===== src/rtl/fetch_stage_pkg.sv =====
// Shared pipeline definitions for the fetch stage: next-PC select codes,
// the bubble instruction word and the fetch FSM state type.
package fetch_stage_pkg;

    localparam logic [1:0] PCSRC_SEQ = 2'b00;
    localparam logic [1:0] PCSRC_BR  = 2'b01;
    localparam logic [1:0] PCSRC_J   = 2'b10;

    localparam logic [31:0] NOP_INSTR = 32'h0000_0000;

    typedef enum logic [1:0] {
        ST_WAIT    = 2'b00,
        ST_HOLD    = 2'b01,
        ST_DISCARD = 2'b10
    } fetch_state_t;

    // MIPS J-type target: keep the 256 MB region of the delay-slot PC.
    function automatic logic [31:0] jump_target(input logic [3:0]  pc4_region,
                                                input logic [25:0] jump_index);
        return {pc4_region, jump_index, 2'b00};
    endfunction

endpackage


===== src/rtl/fetch_next_pc.sv =====
// Next fetch address select: sequential, ID-stage branch target or J-type
// jump built from the instruction currently held in IF/ID.
module fetch_next_pc
    import fetch_stage_pkg::*;
(
    input  logic [31:0] pc,
    input  logic [1:0]  pc_src,
    input  logic [31:0] branch_target,
    input  logic [3:0]  pc4_region,
    input  logic [25:0] jump_index,
    output logic [31:0] next_pc
);

    always_comb begin
        next_pc = pc + 32'd4;
        case (pc_src)
            PCSRC_BR: next_pc = branch_target;
            PCSRC_J:  next_pc = jump_target(pc4_region, jump_index);
            default:  next_pc = pc + 32'd4;
        endcase
    end

endmodule


===== src/rtl/fetch_stage.sv =====
// Instruction fetch: owns the PC and IF/ID register, runs the imem req/ack
// handshake and squashes in-flight fetches on branch/jump redirects.
//
//   state      | meaning
//   -----------+-----------------------------------------------------------
//   ST_WAIT    | request outstanding for address pc
//   ST_HOLD    | word arrived during a stall, parked in hold; no request
//   ST_DISCARD | request for a squashed address still open; its data is dropped
module fetch_stage
    import fetch_stage_pkg::*;
#(
    parameter logic [31:0] RESET_PC = 32'h0000_0000
) (
    input  logic        clk,
    input  logic        rst_n,
    input  logic        pc_write,
    input  logic        if_id_write,
    input  logic        if_id_bubble,
    input  logic [1:0]  pc_src,
    input  logic [31:0] branch_target,
    output logic        imem_req,
    output logic [31:0] imem_addr,
    input  logic        imem_ack,
    input  logic [31:0] imem_rdata,
    output logic [31:0] pc,
    output logic [31:0] if_id_instr,
    output logic [31:0] if_id_pc4,
    output logic        if_id_valid
);

    fetch_state_t state, state_nx;
    logic [31:0]  hold, hold_nx;
    logic [31:0]  stale_addr, stale_addr_nx;
    logic [31:0]  pc_nx, instr_nx, pc4_nx;
    logic         valid_nx;
    logic [31:0]  next_pc, pc_plus4;
    logic         stall, flush, fetch_ok;

    fetch_next_pc u_next_pc (
        .pc            (pc),
        .pc_src        (pc_src),
        .branch_target (branch_target),
        .pc4_region    (if_id_pc4[31:28]),
        .jump_index    (if_id_instr[25:0]),
        .next_pc       (next_pc)
    );

    assign pc_plus4 = pc + 32'd4;
    assign stall    = ~pc_write | ~if_id_write;
    assign flush    = if_id_bubble | (pc_src != PCSRC_SEQ);

    // Gated by rst_n so a request is dropped in the reset cycle itself.
    assign imem_req  = rst_n & (state != ST_HOLD);
    assign imem_addr = (state == ST_DISCARD) ? stale_addr : pc;
    assign fetch_ok  = imem_req & imem_ack;

    always_comb begin
        state_nx      = state;
        hold_nx       = hold;
        stale_addr_nx = stale_addr;
        pc_nx         = pc;
        instr_nx      = if_id_instr;
        pc4_nx        = if_id_pc4;
        valid_nx      = if_id_valid;

        if (flush || (!stall && !(state == ST_HOLD) &&
                      !(state == ST_WAIT && fetch_ok))) begin
            instr_nx = NOP_INSTR;
            pc4_nx   = 32'h0;
            valid_nx = 1'b0;
        end

        case (state)
            ST_WAIT: begin
                if (flush) begin
                    pc_nx = next_pc;
                    if (!fetch_ok) begin
                        state_nx      = ST_DISCARD;
                        stale_addr_nx = pc;
                    end
                end else if (fetch_ok && !stall) begin
                    instr_nx = imem_rdata;
                    pc4_nx   = pc_plus4;
                    valid_nx = 1'b1;
                    pc_nx    = pc_plus4;
                end else if (fetch_ok) begin
                    hold_nx  = imem_rdata;
                    state_nx = ST_HOLD;
                end
            end
            ST_HOLD: begin
                if (flush) begin
                    pc_nx    = next_pc;
                    hold_nx  = 32'h0;
                    state_nx = ST_WAIT;
                end else if (!stall) begin
                    instr_nx = hold;
                    pc4_nx   = pc_plus4;
                    valid_nx = 1'b1;
                    pc_nx    = pc_plus4;
                    hold_nx  = 32'h0;
                    state_nx = ST_WAIT;
                end
            end
            ST_DISCARD: begin
                if (flush) begin
                    pc_nx = next_pc;
                end
                if (fetch_ok) begin
                    state_nx = ST_WAIT;
                end
            end
            default: begin
                state_nx = ST_WAIT;
            end
        endcase
    end

    always_ff @(posedge clk) begin
        if (!rst_n) begin
            state       <= ST_WAIT;
            hold        <= 32'h0;
            stale_addr  <= 32'h0;
            pc          <= RESET_PC;
            if_id_instr <= NOP_INSTR;
            if_id_pc4   <= 32'h0;
            if_id_valid <= 1'b0;
        end else begin
            state       <= state_nx;
            hold        <= hold_nx;
            stale_addr  <= stale_addr_nx;
            pc          <= pc_nx;
            if_id_instr <= instr_nx;
            if_id_pc4   <= pc4_nx;
            if_id_valid <= valid_nx;
        end
    end

endmodule

===== config.mk =====
export PLATFORM = sky130hd
export DESIGN_NAME = fetch_stage
export DESIGN_NICKNAME = d
export VERILOG_FILES = /design/src/rtl/fetch_stage_pkg.sv /design/src/rtl/fetch_next_pc.sv /design/src/rtl/fetch_stage.sv
export SDC_FILE = /design/constraint.sdc
export NUM_CORES = 1
export LEC_CHECK = 0
export CELL_PAD_IN_SITES_DETAIL_PLACEMENT = 0
export CELL_PAD_IN_SITES_GLOBAL_PLACEMENT = 1
export CORE_MARGIN = 2
export CORE_UTILIZATION = 40
export DETAILED_ROUTE_END_ITERATION = 12
export PLACE_DENSITY_LB_ADDON = 0.08
export SYNTH_ARGS = -nofsm -noshare
export SYNTH_HDL_FRONTEND = slang
export SYNTH_HIERARCHICAL = 1
export SYNTH_SLANG_ARGS = --single-unit

===== constraint.sdc =====
create_clock -name clk -period 5.1 [get_ports clk]
set_input_delay 0.765 -clock clk [delete_from_list [all_inputs] [get_ports clk]]
set_output_delay 0.765 -clock clk [all_outputs]
set_load 0.05 [all_outputs]

==> flow_summary_export.csv <==
group,metric,value,unit
timing,hold_viol,0,
clock_network,clock_path_buffers,2,
worst_setup_path,path_max_fanout,38,
clock_network,post_cts_resized,0,
yosys,synth_warnings,6,
floorplan,ios,202,
drt,routed_via_density,5.86,
yosys,synth_enable_flop_cells,0,
placement,gp_congestion,0.862,
timing,slew_viol_final,0,
floorplan,initial_core_util,40.4,%
floorplan,die_h,152,um
final_layout,antennaDiodeCount,0,
clock_network,worstSkewPairLatency,0.45,ns
timing,rsz0062_at_grt,"false",
final_layout,final_util,52.9,%
yosys,syn_area,0.00876,mm2
drt,wirelength,30600,um
floorplan,die_x,152,um
final_layout,fillCellCount,2105,
yosys,async_flop_share,0,%
worst_setup_path,critPathTopFamily,"simple AND/OR/NAND/NOR gates",
grt,grt_max_degree,78,
worst_setup_path,r2r_cells,8,
worst_setup_path,critPathCaptureType,"primary output",
flow_run,maxCapViolCount,0,
yosys,syn_area_per_cell,8.02,um2
timing,finClkSkew,0.0163,ns
timing,slew_headroom,30.4,%
final_layout,nNetsFinal,1306,
timing,finalCritPeriodShare,77.3,%
drt,routedWlPerCell,20.1,um
clock_network,clkTransAtPathRegs,0.08,ns
drt,ant_nets,0,
yosys,synth_top_cell_area_share,37.3,%
worst_setup_path,critPathSlowestCell,"nor2b_4",
power_and_ir_drop,p_leak,3.84,nW
grt,grt.overflow.total,0,
clock_network,cts_num_sinks,163,
worst_setup_path,worstSetupPathType,"flip-flop to primary output",
grt,grt_antenna_before_repair,0,
clock_network,cts_setup_buffers,0,
timing,fmax,254,MHz
clock_network,cts-htree-levels,4,
floorplan,row_count,54,
yosys,synthTopCellsByArea,"dfxtp_1 37%, nand2_1 7.5%, a21oi_1 3.5%",
timing,finalSetupTns,0,ns
grt,grt_pass1_vias,8240,
clock_network,cts_root_buf,"clkbuf_16",
worst_setup_path,crit_chain,"nor2b_4 > mux2_2 > clkdlybuf4s50_1",
drt,vias,8930,
worst_setup_path,critPathBufInv,1,
drt,drt_pre_antenna_iters,6,
clock_network,cts_buffers,17,
power_and_ir_drop,power.density,303,mW/mm2
power_and_ir_drop,ir_worst_vdd,0.214,mV
worst_setup_path,startpoint_type,"flip-flop",
final_layout,drive_gt1_share,8.29,%
yosys,synth_cells,1092,
yosys,ys_ff_latch,163,
yosys,synth-main-ff-cell,"dfxtp_1",
clock_network,cts_tree,"yes",
grt,grtUsageTotal,25.6,%
placement,hpwl,21200,um
worst_setup_path,worst-path-stages,3,
floorplan,core-area,0.0217,mm2
placement,dpl_cell_area,0.0109,mm2
worst_hold_path,min_path_type,"flip-flop to flip-flop",
drt,drcViolationCount,0,
final_layout,final_area,0.0115,mm2
final_layout,area_delta_synth_final,31.0,%
yosys,synth_nets,1168,
timing,worst_pin_slew,1.04,ns
outcome,status,"complete, no violations",
power_and_ir_drop,total_power,3.48,mW
worst_hold_path,whs_path_depth,2,
yosys,ys_seq_area_share,37.3,%
floorplan,dieArea,0.0231,mm2
timing,setup_viol,0,
yosys,yosys.area.top_type,"dfxtp_1",
grt,grt_first_pass_wirelength,47900,um
yosys,yosysUniqueCellTypes,67,
worst_setup_path,crit_arrival,3.18,ns
drt,drt_iter0_markers,904,
timing,period_minus_slack,3.94,ns
placement,port_buffers,201,
worst_setup_path,cp.required,4.34,ns
worst_setup_path,critPathMaxStageDelay,0.94,ns
clock_network,hold_buffers,0,
[kinds of logic after synthesis]
group / share of synthesized area, %
buf+inv: 5.37
simple gates: 22.8
fa+ha+maj: 0.571
flops: 37.3
xor+xnor: 3.60
mux: 3.81
compound gates: 26.6
[report_power, final]
group / leakage [nW] / internal, mW / switching (mW)
registers: 1.32 / 1.32 / 0.117
logic: 2.22 / 0.281 / 0.437
clock network: 0.296 / 0.668 / 0.654
[area by class of cell]
type,count,area (um2),share of cell area [%]
multi-input cells,814,5060,44.1
flip-flops and latches,163,3260,28.4
repair buffers,220,2150,18.8
clock buffers,17,425,3.71
well taps,280,350,3.05
clock inverters,15,176,1.54
inverters,14,52.6,0.458
[Yosys cell counts (15+ instances only)]
| cell | instances |
|---|---|
| a21boi_0 | 36 |
| a21oi_1 | 61 |
| a221oi_1 | 29 |
| a222oi_1 | 23 |
| a22o_1 | 21 |
| a31oi_1 | 19 |
| buf_2 | 16 |
| clkbuf_1 | 78 |
| dfxtp_1 | 163 |
| mux2_2 | 27 |
| nand2_1 | 176 |
| nand3_1 | 26 |
| nand4_1 | 15 |
| nor2_1 | 75 |
| nor2b_1 | 29 |
| nor3_1 | 18 |
| o21ai_0 | 48 |
| or3_1 | 15 |
| or4_1 | 17 |
| xnor2_1 | 29 |
[per-stage QoR]
step	cells	setup slack (ns)	hold WS, ns
floorplan	1092	2.12	0.440
global placement	1491	1.44	0.433
detailed placement	1491	1.39	0.440
CTS	1523	1.12	0.451
global route	1523	0.901	0.485
finish	1523	1.16	0.447
[state kept, by name (all words and copies together) (netlist names)]
| signal | flops |
|---|---|
| hold | 32 |
| if_id_instr | 32 |
| if_id_pc4 | 32 |
| if_id_valid | 1 |
| pc | 32 |
| stale_addr | 32 |
| state | 2 |
[layer usage]
metal  share of wire, %  track usage, %
met5                  0               0
met4                1.2            6.68
met3                6.6            4.36
met2                 45            39.2
met1                 47            37.3
[cell usage in the layout (no fill, tap or decap), types with 17 or more instances in the layout]
cell	n
clkdlybuf4s50_1	200
nand2_1	176
dfxtp_1	163
nor2_1	74
a21oi_1	61
o21ai_0	48
a21boi_0	36
xnor2_1	29
a221oi_1	29
nor2b_1	28
mux2_2	27
nand3_1	26
a222oi_1	23
a22o_1	21
buf_4	20
a31oi_1	19
or4_1	17
nor3_1	17
clkbuf_16	17
[final timing paths]
path | from | end | slack (ns)
max | state[0]$_SDFFE_PN0P_ | imem_addr[22] | 1.16
min | if_id_pc4[17]$_SDFF_PN0_ | if_id_pc4[17]$_SDFF_PN0_ | 0.45
max reg2reg | pc[2]$_SDFFE_PN0P_ | pc[30]$_SDFFE_PN0P_ | 1.81
min reg2reg | if_id_pc4[17]$_SDFF_PN0_ | if_id_pc4[17]$_SDFF_PN0_ | 0.45
[tightest hold or removal path, delay by kind of cell (launching register included)]
family | cells | cell delay (ns)
DFF | 1 | 0.31
and+or+nand+nor | 1 | 0.05
AOI/OAI and AO/OA | 1 | 0.05
Note: power is estimated with default switching activity, not from simulation.
